## src/rtl/rtr_ovc_scheduler_pkg.sv

```systemverilog
// rtr_ovc_scheduler_pkg: shared router constants (flow-control/buffer types, lock state, payload slicing)
package rtr_ovc_scheduler_pkg;
  typedef enum logic [1:0] {FC_CREDIT, FC_ON_OFF} fc_type_e;
  typedef enum logic [1:0] {BUF_STATIC, BUF_DYNAMIC} buf_mgmt_e;
  typedef enum logic {LOCK_UNLOCKED, LOCK_LOCKED} lock_state_e;
  localparam int LOCK_PACKET = 1;
  // VC0 occupies the MSBs of a packed per-VC payload bus
  function automatic int flit_data_lsb(input int vc, input int num_vcs, input int width);
    return (num_vcs - 1 - vc) * width;
  endfunction
endpackage

```

## src/rtl/rtr_ovc_scheduler_c_rr_arbiter.sv

```systemverilog
// c_rr_arbiter: masked round-robin arbiter over a one-hot priority pointer
//   req  - request vector
//   prio - one-hot pointer; the search starts at this position
//   gnt  - one-hot grant, or zero when nothing requests
module c_rr_arbiter #(
  parameter int num_ports = 4
) (
  input  logic [num_ports-1:0] req,
  input  logic [num_ports-1:0] prio,
  output logic [num_ports-1:0] gnt
);
  logic [num_ports-1:0] mreq, pick;
  always_comb begin
    mreq = req & ~(prio - 1'b1);
    pick = |mreq ? mreq : req;
    gnt  = pick & (~pick + 1'b1);
  end
endmodule

```

## src/rtl/rtr_ovc_scheduler.sv

```systemverilog
// rtr_ovc_scheduler: per-output-port round-robin flit scheduler with optional packet lock
//   clk, reset (async, active-low)
//   req_*_ovc    - per-VC offered flit (valid/head/tail/payload, VC0 payload in MSBs)
//   full_ovc     - per-VC no-credit flag from the tracker
//   gnt_ovc      - combinational one-hot pop strobe
//   flit_*       - registered flit to channel and tracker
//   locked       - a packet holds the port
//   error        - sticky head/body ordering violation
module rtr_ovc_scheduler
  import rtr_ovc_scheduler_pkg::*;
#(
  parameter int num_vcs         = 4,
  parameter int flit_data_width = 32,
  parameter int packet_lock     = 1
) (
  input  logic                               clk,
  input  logic                               reset,
  input  logic [num_vcs-1:0]                 req_ovc,
  input  logic [num_vcs-1:0]                 req_head_ovc,
  input  logic [num_vcs-1:0]                 req_tail_ovc,
  input  logic [num_vcs*flit_data_width-1:0] req_data_ovc,
  input  logic [num_vcs-1:0]                 full_ovc,
  output logic [num_vcs-1:0]                 gnt_ovc,
  output logic                               flit_valid,
  output logic                               flit_head,
  output logic                               flit_tail,
  output logic [num_vcs-1:0]                 flit_sel_ovc,
  output logic [flit_data_width-1:0]         flit_data,
  output logic                               locked,
  output logic                               error
);
  localparam logic [num_vcs-1:0] VC0 = num_vcs'(1);
  lock_state_e state_q, state_d;
  logic [num_vcs-1:0] lock_vc_q, lock_vc_d, prio_q, open_q, open_d, elig, arb_gnt;
  logic [flit_data_width-1:0] g_data;
  logic any_gnt, g_head, g_tail, g_open, err_now;

  c_rr_arbiter #(.num_ports(num_vcs)) u_arb (
    .req  (elig),
    .prio (prio_q),
    .gnt  (arb_gnt)
  );

  assign locked = state_q == LOCK_LOCKED;

  // no pops while held in reset, since upstream buffers reset alongside
  always_comb begin
    elig    = req_ovc & ~full_ovc & (locked ? lock_vc_q : '1);
    gnt_ovc = reset ? arb_gnt : '0;
    any_gnt = |gnt_ovc;
    g_head  = |(gnt_ovc & req_head_ovc);
    g_tail  = |(gnt_ovc & req_tail_ovc);
    g_open  = |(gnt_ovc & open_q);
    err_now = any_gnt & (g_head == g_open);
    g_data  = '0;
    for (int v = 0; v < num_vcs; v++)
      if (gnt_ovc[v]) g_data |= req_data_ovc[flit_data_lsb(v, num_vcs, flit_data_width) +: flit_data_width];
    open_d = g_tail ? open_q & ~gnt_ovc : g_head ? open_q | gnt_ovc : open_q;
  end

  always_comb begin
    state_d   = state_q;
    lock_vc_d = lock_vc_q;
    if (packet_lock == LOCK_PACKET && any_gnt) begin
      if (state_q == LOCK_UNLOCKED && g_head && !g_tail) begin
        state_d   = LOCK_LOCKED;
        lock_vc_d = gnt_ovc;
      end else if (state_q == LOCK_LOCKED && g_tail) begin
        state_d   = LOCK_UNLOCKED;
      end
    end
  end

  always_ff @(posedge clk or negedge reset) begin
    if (!reset) begin
      state_q      <= LOCK_UNLOCKED;
      lock_vc_q    <= '0;
      prio_q       <= VC0;
      open_q       <= '0;
      error        <= 1'b0;
      flit_valid   <= 1'b0;
      flit_head    <= 1'b0;
      flit_tail    <= 1'b0;
      flit_sel_ovc <= '0;
      flit_data    <= '0;
    end else begin
      state_q      <= state_d;
      lock_vc_q    <= lock_vc_d;
      prio_q       <= any_gnt ? {gnt_ovc[num_vcs-2:0], gnt_ovc[num_vcs-1]} : prio_q;
      open_q       <= open_d;
      error        <= error | err_now;
      flit_valid   <= any_gnt;
      flit_head    <= g_head;
      flit_tail    <= g_tail;
      flit_sel_ovc <= gnt_ovc;
      flit_data    <= g_data;
    end
  end
endmodule

```

## config.mk

```make
export PLATFORM = sky130hd
export DESIGN_NAME = rtr_ovc_scheduler
export DESIGN_NICKNAME = d
export VERILOG_FILES = /design/src/rtl/rtr_ovc_scheduler_pkg.sv /design/src/rtl/rtr_ovc_scheduler_c_rr_arbiter.sv /design/src/rtl/rtr_ovc_scheduler.sv
export SDC_FILE = /design/constraint.sdc
export NUM_CORES = 1
export LEC_CHECK = 0
export CORE_AREA = 2 2 73 75
export DETAILED_ROUTE_END_ITERATION = 10
export DIE_AREA = 0 0 75 77
export DONT_BUFFER_PORTS = 1
export PLACE_DENSITY = 0.72
export SLEW_MARGIN = 5
export SYNTH_ARGS = -nofsm -noshare
export SYNTH_HDL_FRONTEND = slang
export SYNTH_HIERARCHICAL = 1
export SYNTH_SLANG_ARGS = --single-unit
```

## constraint.sdc

```tcl
create_clock -name clk -period 3.85 [get_ports clk]
set_input_delay 0.9625 -clock clk [delete_from_list [all_inputs] [get_ports clk]]
set_output_delay 0.9625 -clock clk [all_outputs]
set_load 0.05 [all_outputs]
```

==> Yosys cells after proc, flatten, opt, wreduce, memory -nomap -nowiden <==
Cells that the tools add are included.
{ "totals": {"ramBits": 0, "wordCells": 56, "out_inout_bits": 45, "rom_bits": 0, "n_memories": 0, "reg_bits": 53, "latchBits": 0} }
{ "op_classes": {"n_eq_ne": 1, "n_div": 0, "n_mul": 0, "n_shift": 0, "mux": 11, "reduce_logical": 13, "bitwise": 19, "order_cmp": 0, "n_addsub": 2} }
{ "op_table": {"columns": ["op", "n"], "rows": [
  ["$mux 32", 4],
  ["$or 32x32->32", 3],
  ["$and 4x4->4", 8],
  ["$mux 4", 5],
  ["$reduce_or 4->1", 5],
  ["$not 4->4", 4],
  ["$add 4x1->4 const B", 1],
  ["$or 4x4->4", 1],
  ["$reduce_and 2->1", 2],
  ["$reduce_bool 2->1", 2],
  ["$sub 4x1->4 const B", 1],
  ["$logic_and 1x1->1", 3],
  ["$mux 1", 2],
  ["$and 1x1->1", 1],
  ["$eq 1x1->1", 1],
  ["$logic_not 1->1", 1],
  ["$not 1->1", 1],
  ["$or 1x1->1", 1]
]} }

==> Longest topological paths before layout <==
{ "depth": {"depth_word": 17, "mapped_depth": 10, "ltp_nobuf": 9} }

==> Cells and area by module <==
Netlist, hierarchy kept.
{ "by_module_without_submodules": {"columns": ["mod", "area_each_um2", "n_inst", "cells_per_inst"], "rows": [
  ["rtr_ovc_scheduler", 2341.0, 1, 211],
  ["c_rr_arbiter", 170.2, 1, 24]
]} }

==> Worst setup path before layout <==
No wires, ideal clock.
{ "synth_timing": {"path_kind": "input-to-output", "from": "in full_ovc[1]", "to": "out gnt_ovc[1]", "n_path_buf": 2, "t_required_ns": 2.888, "cell_stages": 6, "arrival_time_ns": 2.915, "setup_slack_ns": -0.027, "cell_sequence": "nor3b_1 > inv_1 > o41ai_2 > and2_1 > buf_2 > buf_1"} }
{ "synth_via": {"elab_chain_cells": 10} }
{ "synth_lines": {"columns": ["item", "line_no", "source"], "rows": [
  ["start, declared", "rtr_ovc_scheduler.sv:22", "input logic [num_vcs-1:0] full_ovc,"],
  ["$not 4->4 *", "rtr_ovc_scheduler.sv:48", "elig = req_ovc & ~full_ovc & (locked ? lock_vc_q : '1);"],
  ["$and 4x4->4 * (2 in a row)", "rtr_ovc_scheduler.sv:48", null],
  ["$and 4x4->4", "rtr_ovc_scheduler_c_rr_arbiter.sv:14", "mreq = req & ~(prio - 1'b1);"],
  ["$reduce_or 4->1", "rtr_ovc_scheduler_c_rr_arbiter.sv:15", "pick = |mreq ? mreq : req;"],
  ["$mux 4 *", "rtr_ovc_scheduler_c_rr_arbiter.sv:15", null],
  ["$not 4->4", "rtr_ovc_scheduler_c_rr_arbiter.sv:16", "gnt = pick & (~pick + 1'b1);"],
  ["$add 4x1->4", "rtr_ovc_scheduler_c_rr_arbiter.sv:16", null],
  ["$and 4x4->4 *", "rtr_ovc_scheduler_c_rr_arbiter.sv:16", null],
  ["via arb_gnt[1]", "rtr_ovc_scheduler.sv:34", "logic [num_vcs-1:0] lock_vc_q, lock_vc_d, prio_q, open_q, open_d, elig, arb_gnt;"],
  ["$mux 4 *", "rtr_ovc_scheduler.sv:49", "gnt_ovc = reset ? arb_gnt : '0;"],
  ["end, declared", "rtr_ovc_scheduler.sv:23", "output logic [num_vcs-1:0] gnt_ovc,"]
]} }
Mark *: on every way through the listed nets, which the timed path passes. The rest lies on a longest branch.

==> Worst setup path in the final report <==
{ "layout_timing": {"from": "reg state_q, in the netlist locked", "to": "out gnt_ovc[2]"} }
{ "layout_via": {"elab_chain_cells": 9} }
{ "layout_lines": {"columns": ["item", "line_no", "source"], "rows": [
  ["start, declared", "rtr_ovc_scheduler.sv:33", "lock_state_e state_q, state_d;"],
  ["start signal, assigned", "rtr_ovc_scheduler.sv:87", "state_q <= state_d;"],
  ["$mux 4 *", "rtr_ovc_scheduler.sv:48", null],
  ["$and 4x4->4 *", "rtr_ovc_scheduler.sv:48", null],
  ["via elig[2]", "rtr_ovc_scheduler.sv:34", null],
  ["$and 4x4->4", "rtr_ovc_scheduler_c_rr_arbiter.sv:14", null],
  ["$reduce_or 4->1", "rtr_ovc_scheduler_c_rr_arbiter.sv:15", null],
  ["$mux 4 *", "rtr_ovc_scheduler_c_rr_arbiter.sv:15", null],
  ["$not 4->4", "rtr_ovc_scheduler_c_rr_arbiter.sv:16", null],
  ["$add 4x1->4", "rtr_ovc_scheduler_c_rr_arbiter.sv:16", null],
  ["$and 4x4->4 *", "rtr_ovc_scheduler_c_rr_arbiter.sv:16", null],
  ["via arb_gnt[2]", "rtr_ovc_scheduler.sv:34", null],
  ["$mux 4 *", "rtr_ovc_scheduler.sv:49", null]
]} }
Marked as above.

==> results.ini <==
[cells_and_area]
drive_gt1_share_pct = 14.53
diodes = 0
multi_input_area_sq_mm = 0.001100
num-fill-cells = 447
seqCellArea_sq_mm = 0.001329
finalNonFillerCells = 304
design_area_sq_mm = 0.002690
area_growth_pct = 7.125
nets = 380

[timing]
timing.slew.headroom_pct = 61.45
final.period_utilization_pct = 90.69
whs_ns = 0.3396
worst_slew_pin_slew_ns = 0.5765
fin_skew_ns = 0.009917
fmax_ghz = 0.2864
rsz0062_at_grt = false
tns_ns = 0
finalHoldViolCount = 0
setup_viol = 0
period_minus_slack_ns = 3.491
slew_viol_final = 0

[drt]
initialDrtViolationCount = 128
ant_nets = 0
wl_microns = 6556
drc_errors = 0
route.vias.total = 1967
vias_per_cell = 6.470
dr.pass1.iters = 4
wire_per_inst_microns = 21.57

[worst_setup_path]
crit_type = flip-flop to primary output
worstPathRequired_ns = 2.89
crit_fanout = 7
startpoint_type = flip-flop
cp.arrival_ns = 2.53
worstSetupEndpointType = primary output
r2r_cells = 9
crit_chain = nor2b_1, nor3b_1, inv_1, o41ai_2, and2_2
cpPeakStageDelay_ns = 0.55
crit_slowest_cell = dfrtp_2

[power]
ir_drop_mv = 0.3782
leakage_nw = 1.289
power_density_mw_per_mm2 = 833.6
p_total_mw = 2.242

[clock_tree]
root_buffer = clkbuf_8
clk_pin_slew_ns = 0.10
cts_sinks = 53
clock_path_buffers = 2
cts_tree = built
ctsResizeCount = 0
cts-htree-levels = 2
post_cts_buffers = 0
cts-buffers-inserted = 5
clk_latency_ns = 0.31
holdBufCountCts = 0

[yosys]
yosys_warnings = 6
syn_nets = 382
synth_top_area_share_pct = 51.82
ys_seq_area_share_pct = 52.86
synth.area.top_cells = dfrtp_1 52%, a22oi_1 20%, nand2_1 5.5%
syn-instance-count = 235
syn_area_sq_mm = 0.002511
yosys.area.top_type = dfrtp_1
avgSynthCellArea_sq_um = 10.69
ys_ff_latch = 53
ys_types = 34

[floorplan]
core_sq_mm = 0.004977
fp-row-count = 26
initial_utilization_pct = 50.45
die_h_microns = 77
die-area_sq_mm = 0.005775
die_w_microns = 75
boundaryPins = 191

[global_routing]
grt_usage_pct = 23.44
grt_pass1_wl_microns = 10100
grt_max_degree = 61
grt_pass1_vias = 1926
grt_overflow = 0
antenna_found_initial = 0

[placement]
dpl_cell_area_sq_mm = 0.002594
dp.final_hpwl_microns = 4905
place_inst = 296
port_buffers = 0
gp_congestion = 0.7677

[run]
max-cap-violations = 0

[min_path]
hp-class = primary input to asynchronous set/reset pin

[outcome]
outcome = finished, final reports clean

==> cell usage in the layout, fill, tap and decap left out <==
master / count
a21boi_4: 1
a21o_1: 5
a21oi_1: 9
a22o_1: 1
a22o_2: 1
a22oi_1: 67
a22oi_2: 1
and2_1: 2
and2_2: 4
and3_4: 1
buf_4: 8
clkbuf_8: 5
clkinv_4: 2
dfrtp_1: 51
dfrtp_2: 1
dfstp_2: 1
ha_1: 1
inv_1: 5
inv_6: 1
mux2_4: 4
nand2_1: 37
nand3_1: 2
nand4_1: 1
nand4b_1: 1
nor2_1: 3
nor2b_1: 4
nor3b_1: 4
nor4_1: 1
o21ai_0: 1
o31ai_1: 2
o32ai_1: 1
o41ai_2: 2
or3b_4: 1
or4_4: 1
xnor2_1: 1
xor2_1: 1
==> power by group <==
| part | switching [mW] | internal, mW | total (mW) |
|---|---|---|---|
| Sequential | 0.600 | 0.735 | 1.34 |
| Combinational | 0.338 | 0.252 | 0.590 |
| Clock | 0.185 | 0.133 | 0.317 |
| Total | 1.12 | 1.12 | 2.24 |
==> cells by family (layout without fill, tap and decap cells) <==
| kind of cell | Yosys count | count (layout) | synth area share, % |
|---|---|---|---|
| xor+xnor | 2 | 2 | 0.6977 |
| compound gates | 91 | 91 | 27.75 |
| fa+ha+maj | 1 | 1 | 0.4982 |
| flops | 53 | 53 | 52.87 |
| simple gates | 62 | 62 | 12.31 |
| buf+inv | 22 | 21 | 3.488 |
| mux | 4 | 4 | 2.392 |
==> worst max-delay path, delay by kind of cell, from the launching register on <==
kind | cells | cell delay [ns]
DFF | 1 | 0.55
and+or+nand+nor | 3 | 1.01
buffers and inverters | 1 | 0.11
AOI/OAI and AO/OA | 1 | 0.55
==> synthesized netlist by cell type (all sizes together) <==
| library cell | number |
|---|---|
| o32ai | 1 |
| dfstp | 1 |
| dfrtp | 52 |
| nor4 | 1 |
| nor2b | 4 |
| inv | 5 |
| xor2 | 1 |
| o31ai | 2 |
| o21ai | 1 |
| xnor2 | 1 |
| nand2 | 37 |
| a21oi | 9 |
| nor2 | 3 |
| or4 | 1 |
| and3 | 1 |
| nand3 | 2 |
| a21o | 5 |
| or3b | 1 |
| a22oi | 68 |
| o41ai | 2 |
| a21boi | 1 |
| nand4b | 1 |
| buf | 6 |
| mux2 | 4 |
| and2 | 6 |
| ha | 1 |
| nand4 | 1 |
| clkbuf | 11 |
| nor3b | 4 |
| a22o | 2 |
==> state kept, by name (all words and copies together), names as in the netlist, named ones only <==
name / cells
error: 1
flit_data: 32
flit_head: 1
flit_sel_ovc: 4
flit_tail: 1
flit_valid: 1
lock_vc_q: 4
locked: 1
prio_q: 4
==> routing by layer <==
metal | GRT usage, % | up-vias | share of wire, %
met5 | 0 | - | 0
met4 | 6.607 | 0 | 1.4
met3 | 7.359 | 8 | 9.0
met2 | 39.39 | 98 | 53
met1 | 28.50 | 986 | 37
li1 | - | 875 | -
==> worst paths after layout <==
| check | startpoint | endpoint | slack (ns) |
|---|---|---|---|
| min reg2reg | prio_q[3] | prio_q[3] | 0.52 |
| max | locked | gnt_ovc[2] | 0.36 |
| max in group asynchronous | reset | prio_q[0] | 3.33 |
| max reg2reg | locked | prio_q[2] | 0.65 |
| min in group clk | prio_q[3] | prio_q[3] | 0.52 |
| min | reset | asynchronous set/reset pin | 0.34 |
==> stage by stage <==
step	util [%]	setup slack [ns]
6_report	54.05	0.3585
5_1_grt	54.05	0.1545
4_1_cts	54.02	0.1660
3_5_place_dp	52.11	0.3590
3_3_place_gp	52.11	0.4707
2_1_floorplan	-	0.01201
==> cell type report <==
cell class | count | area share (%)
clock buffer | 5 | 2.558
clock inverter | 3 | 0.9767
inverter | 5 | 0.6977
multi-input combinational | 160 | 40.88
sequential | 53 | 49.40
tap | 70 | 3.256
timing repair buffer | 8 | 2.233
Power figures use the tool's default switching activity.
